`src/rtl/restoring_divider.sv`:
```
// Multi-cycle unsigned restoring divider.
// One shared subtractor performs one restoring-division step per clock.
// A start/done handshake lets a controller issue divides back to back.
// A zero divisor completes in one cycle with an all-ones quotient and a flag.

module subtractor #(
    parameter int W = 5
) (
    input  logic [W-1:0] a,
    input  logic [W-1:0] b,
    output logic [W-1:0] diff,
    output logic         borrow
);

    // Widen by one bit so the carry-out of a - b becomes the borrow.
    assign {borrow, diff} = {1'b0, a} - {1'b0, b};

endmodule

module restoring_divider #(
    parameter int N = 4
) (
    input  logic         i_clock,
    input  logic         i_reset_n,
    input  logic         i_start,
    input  logic [N-1:0] i_dividend,
    input  logic [N-1:0] i_divisor,
    output logic         o_busy,
    output logic         o_done,
    output logic [N-1:0] o_quotient,
    output logic [N-1:0] o_remainder,
    output logic         o_div_by_zero
);

    localparam int CW = (N > 1) ? $clog2(N) : 1;

    typedef enum logic [1:0] {
        ST_IDLE = 2'd0,
        ST_RUN  = 2'd1,
        ST_DONE = 2'd2
    } state_t;

    state_t          state_r;
    logic [CW-1:0]   count_r;
    logic [N-1:0]    rem_r;
    logic [N-1:0]    quo_r;
    logic [N-1:0]    dvs_r;

    logic [N:0]      trial_s;
    logic [N:0]      diff_s;
    logic            borrow_s;
    logic            restore_s;
    logic [N-1:0]    next_rem_s;
    logic [N-1:0]    next_quo_s;

    // Partial remainder shifted left with the next dividend bit brought in.
    assign trial_s = {rem_r, quo_r[N-1]};

    subtractor #(
        .W (N + 1)
    ) u_sub (
        .a      (trial_s),
        .b      ({1'b0, dvs_r}),
        .diff   (diff_s),
        .borrow (borrow_s)
    );

    // A valid difference always fits in N bits; anything wider is treated as
    // a failed trial so the working remainder can never exceed N bits.
    assign restore_s = borrow_s | diff_s[N];

    // Choose between the trial difference and the restored remainder.
    always_comb begin
        next_rem_s = trial_s[N-1:0];
        next_quo_s = {quo_r[N-2:0], 1'b0};
        if (restore_s) begin
            next_rem_s = trial_s[N-1:0];
            next_quo_s = {quo_r[N-2:0], 1'b0};
        end else begin
            next_rem_s = diff_s[N-1:0];
            next_quo_s = {quo_r[N-2:0], 1'b1};
        end
    end

    // Control FSM, working registers and registered result/handshake outputs.
    always_ff @(posedge i_clock or negedge i_reset_n) begin
        if (!i_reset_n) begin
            state_r       <= ST_IDLE;
            count_r       <= '0;
            rem_r         <= '0;
            quo_r         <= '0;
            dvs_r         <= '0;
            o_busy        <= 1'b0;
            o_done        <= 1'b0;
            o_quotient    <= '0;
            o_remainder   <= '0;
            o_div_by_zero <= 1'b0;
        end else begin
            case (state_r)
                ST_IDLE, ST_DONE: begin
                    // The DONE cycle accepts a new request exactly like IDLE.
                    if (i_start) begin
                        if (i_divisor != {N{1'b0}}) begin
                            state_r <= ST_RUN;
                            count_r <= '0;
                            rem_r   <= '0;
                            quo_r   <= i_dividend;
                            dvs_r   <= i_divisor;
                            o_busy  <= 1'b1;
                            o_done  <= 1'b0;
                        end else begin
                            state_r       <= ST_DONE;
                            o_busy        <= 1'b0;
                            o_done        <= 1'b1;
                            o_quotient    <= {N{1'b1}};
                            o_remainder   <= i_dividend;
                            o_div_by_zero <= 1'b1;
                        end
                    end else begin
                        state_r <= ST_IDLE;
                        o_busy  <= 1'b0;
                        o_done  <= 1'b0;
                    end
                end
                ST_RUN: begin
                    rem_r   <= next_rem_s;
                    quo_r   <= next_quo_s;
                    count_r <= count_r + CW'(1);
                    if (count_r == CW'(N - 1)) begin
                        state_r       <= ST_DONE;
                        count_r       <= '0;
                        o_busy        <= 1'b0;
                        o_done        <= 1'b1;
                        o_quotient    <= next_quo_s;
                        o_remainder   <= next_rem_s;
                        o_div_by_zero <= 1'b0;
                    end else begin
                        state_r <= ST_RUN;
                        o_busy  <= 1'b1;
                        o_done  <= 1'b0;
                    end
                end
                default: begin
                    state_r <= ST_IDLE;
                    count_r <= '0;
                    o_busy  <= 1'b0;
                    o_done  <= 1'b0;
                end
            endcase
        end
    end

endmodule
```
`config.mk`:
```
export PLATFORM = sky130hd
export DESIGN_NAME = restoring_divider
export DESIGN_NICKNAME = d
export VERILOG_FILES = /design/src/rtl/restoring_divider.sv
export SDC_FILE = /design/constraint.sdc
export NUM_CORES = 1
export LEC_CHECK = 0
export BUFFER_PORTS_ARGS = -buffer_cell sky130_fd_sc_hd__buf_2
export CORE_MARGIN = 2
export CORE_UTILIZATION = 45
export CTS_CLUSTER_DIAMETER = 40
export DETAILED_ROUTE_END_ITERATION = 10
export PLACE_DENSITY = 0.69
export SYNTH_ARGS = -nofsm -noshare
export SYNTH_HDL_FRONTEND = slang
export SYNTH_HIERARCHICAL = 1
export SYNTH_SLANG_ARGS = --single-unit
```
`constraint.sdc`:
```
create_clock -name i_clock -period 2.5 [get_ports i_clock]
set_input_delay 0.625 -clock i_clock [delete_from_list [all_inputs] [get_ports i_clock]]
set_output_delay 0.625 -clock i_clock [all_outputs]
set_load 0.05 [all_outputs]
```
==> flow_summary.yaml <==
outcome:
  status: "finished, final reports clean"
logic_synthesis:
  synthFlopType: "dfrtp_1"
  synth_cells: 121
  ys_warn_count: 6
  synth_edf_count: 0
  ys_seq_area_share_pct: 46.77
  ys_types: 32
  synth_area_um2: 1338
  synth-async-reset-ratio_pct: 100.0
  syn_avg_cell_area_um2: 11.05
  syn_nets: 139
  synth.largest_area_cell: "dfrtp_1"
  synth-seq-cells: 25
  synth_top_area_share_pct: 46.77
  synth_area_leaders: "dfrtp_1 47%, mux2i_1 6.0%, ha_1 5.6%"
sta:
  worst_pin_slew_ns: 0.6921
  drv_slew: 0
  fin_crit_ns: 2.390
  finalClockSkew_ns: 0.006528
  finalHoldViolations: 0
  slew_headroom_pct: 53.81
  period_share_pct: 95.61
  finalSetupViolCount: 0
  fmax_mhz: 418.3
  fin_ws_ns: 0.1097
global_routing:
  grt_usage_pct: 16.90
  grt_max_degree: 26
  grt_remaining_overflow: 0
  antenna_found_initial: 0
  grt_pass1_vias: 1000
  grt_pass1_wl_mm: 4.457
job:
  cap_violations: 0
routing:
  antenna_left: 0
  vias_per_cell: 5.486
  wire_per_inst_um: 14.45
  dr.first_iter.drc_count: 11
  wl_mm: 2.528
  num_vias: 960
  drcViolationCount: 0
  drtPass1Iterations: 4
power_and_ir_drop:
  cellPowerDensity_nw_per_um2: 1525
  peakVddDrop_mv: 0.7983
  leakagePower_nw: 0.7155
worst_setup_path:
  crit_type: "flop to flop"
  worstPathRequired_ns: 2.74
  path_max_fanout: 5
  worstSetupStartpointType: "flop"
  worstPathArrival_ns: 2.63
  worst_setup_path_end_kind: "flop"
cts:
  max-clock-path-buffers: 2
  ctsHtreeMaxLevel: 1
  cts_tree: "yes"
  clkLatencyLatePin_ns: 0.33
  clockRootBuffer: "clkbuf_4"
  cts_buffers: 3
  ctsHoldBuffers: 0
  cts.sinks: 25
  clkTransAtPathRegs_ns: 0.14
placed_design:
  gp_congestion: 0.8278
  dp.cells: 170
  portBuffers: 21
  dp_hpwl_mm: 1.856
  place_area_um2: 1458
  pre_cts_slack_ns: 0.04313
floorplan:
  io_pins: 22
  fp.dieH_um: 58.52
  core_um2: 2781
  rows: 19
  die_x_um: 58.52
  dieArea_um2: 3425
  start_util_pct: 48.09
layout:
  diodes: 0
  area_growth_pct: 15.15
  instances_no_fill: 175
  drive_gt1_share_pct: 31.94
  final_cell_mix: "25 x dfrtp_1, 21 x buf_2, 10 x nand2_1, 9 x inv_1, 8 x nor2_1"
  post-route-cell-area_um2: 1540
  fin_nets: 163
  mostFrequentLayoutCell: "dfrtp_1"
min_path:
  hp-class: "input port to asynchronous set/reset pin"
[sequential cells by signal, summed over array words and instances, names as in the netlist]
name,cells
o_busy,1
o_remainder,4
quo_r,4
rem_r,4
o_quotient,4
dvs_r,4
o_div_by_zero,1
count_r,2
o_done,1
[logic make-up after synthesis]
group                    synth area share (%)
AND/OR/NAND/NOR                         11.41
other                                  0.2804
XOR/XNOR                                1.965
adder cells (fa/ha/maj)                 7.109
flip-flops                              46.77
multiplexers                            9.355
buffers and inverters                   4.863
AO/OA/AOI/OAI                           18.24
[final cells by class]
cell class	instances	area [um^2]
clock buffers	3	22.52
clock inverters	1	5.005
fillers	244	1241
inverters	9	33.78
multi-input cells	83	690.7
flip-flops and latches	25	625.6
well taps	31	38.79
repair buffers	23	123.9
[repair_timing]
action	CTS	global route
endpoints found under the setup margin	0	4
resized for setup	0	9
setup buffers	0	1
[per-layer routing]
metal	vias up	part of all wire, %	global-route usage, %
li1	467	-	-
met1	475	45	20.61
met2	13	52	30.02
met3	5	1.9	1.978
met4	0	1.4	7.309
met5	-	0	0
[where the power goes]
group / internal [mW] / switching (mW)
logic: 0.552 / 0.874
registers: 0.590 / 0.148
clock network: 0.0601 / 0.124
total: 1.20 / 1.15
[per-stage QoR]
stage | setup TNS, ns | util, % | power [mW] | hold WS (ns)
after floorplan | 0 | - | 1.756 | 0.3294
after global placement | 0 | 52.41 | 1.988 | 0.4566
after detailed placement | 0 | 52.41 | 2.018 | 0.4708
after CTS | 0 | 53.40 | 2.204 | 0.2832
after global routing | -0.06554 | 55.38 | 2.520 | 0.2844
final | 0 | 55.38 | 2.348 | 0.2585
[Yosys cell counts, types with 2 or more instances]
library cell	instances
a211oi_2	4
a21o_1	5
a21oi_1	5
buf_6	2
dfrtp_1	25
ha_1	6
inv_1	9
mux2_2	4
mux2i_1	8
nand2_1	10
nand2b_1	4
nor2_1	8
o21ai_0	5
o22a_1	3
o22ai_1	5
xor2_1	2
[path summary, 6_finish.rpt]
path | from | endpoint | slack [ns] | cells past startpoint
setup / recovery | quo_r[3] | o_remainder[3] | 0.11 | 12
hold / removal | i_reset_n | o_quotient[3] | 0.26 | 1
setup reg to reg | quo_r[3] | o_remainder[3] | 0.11 | 12
hold reg to reg | o_quotient[0] | o_quotient[0] | 0.50 | 2
max in group asynchronous | i_reset_n | rem_r[0] | 1.88 | 1
min in group i_clock | o_quotient[0] | o_quotient[0] | 0.50 | 2
[worst max-delay path, cell delays in order (launching register included)]
cell	delay (ns)
dfrtp_1	0.44
inv_1	0.07
ha_1	0.15
inv_1	0.05
fa_2	0.35
a21o_1	0.17
a21oi_2	0.15
xnor2_1	0.08
nor2_1	0.13
buf_6	0.17
mux2i_2	0.26
a211oi_2	0.10
a21o_1	0.17
No activity file was read; power rests on OpenSTA's default activity.
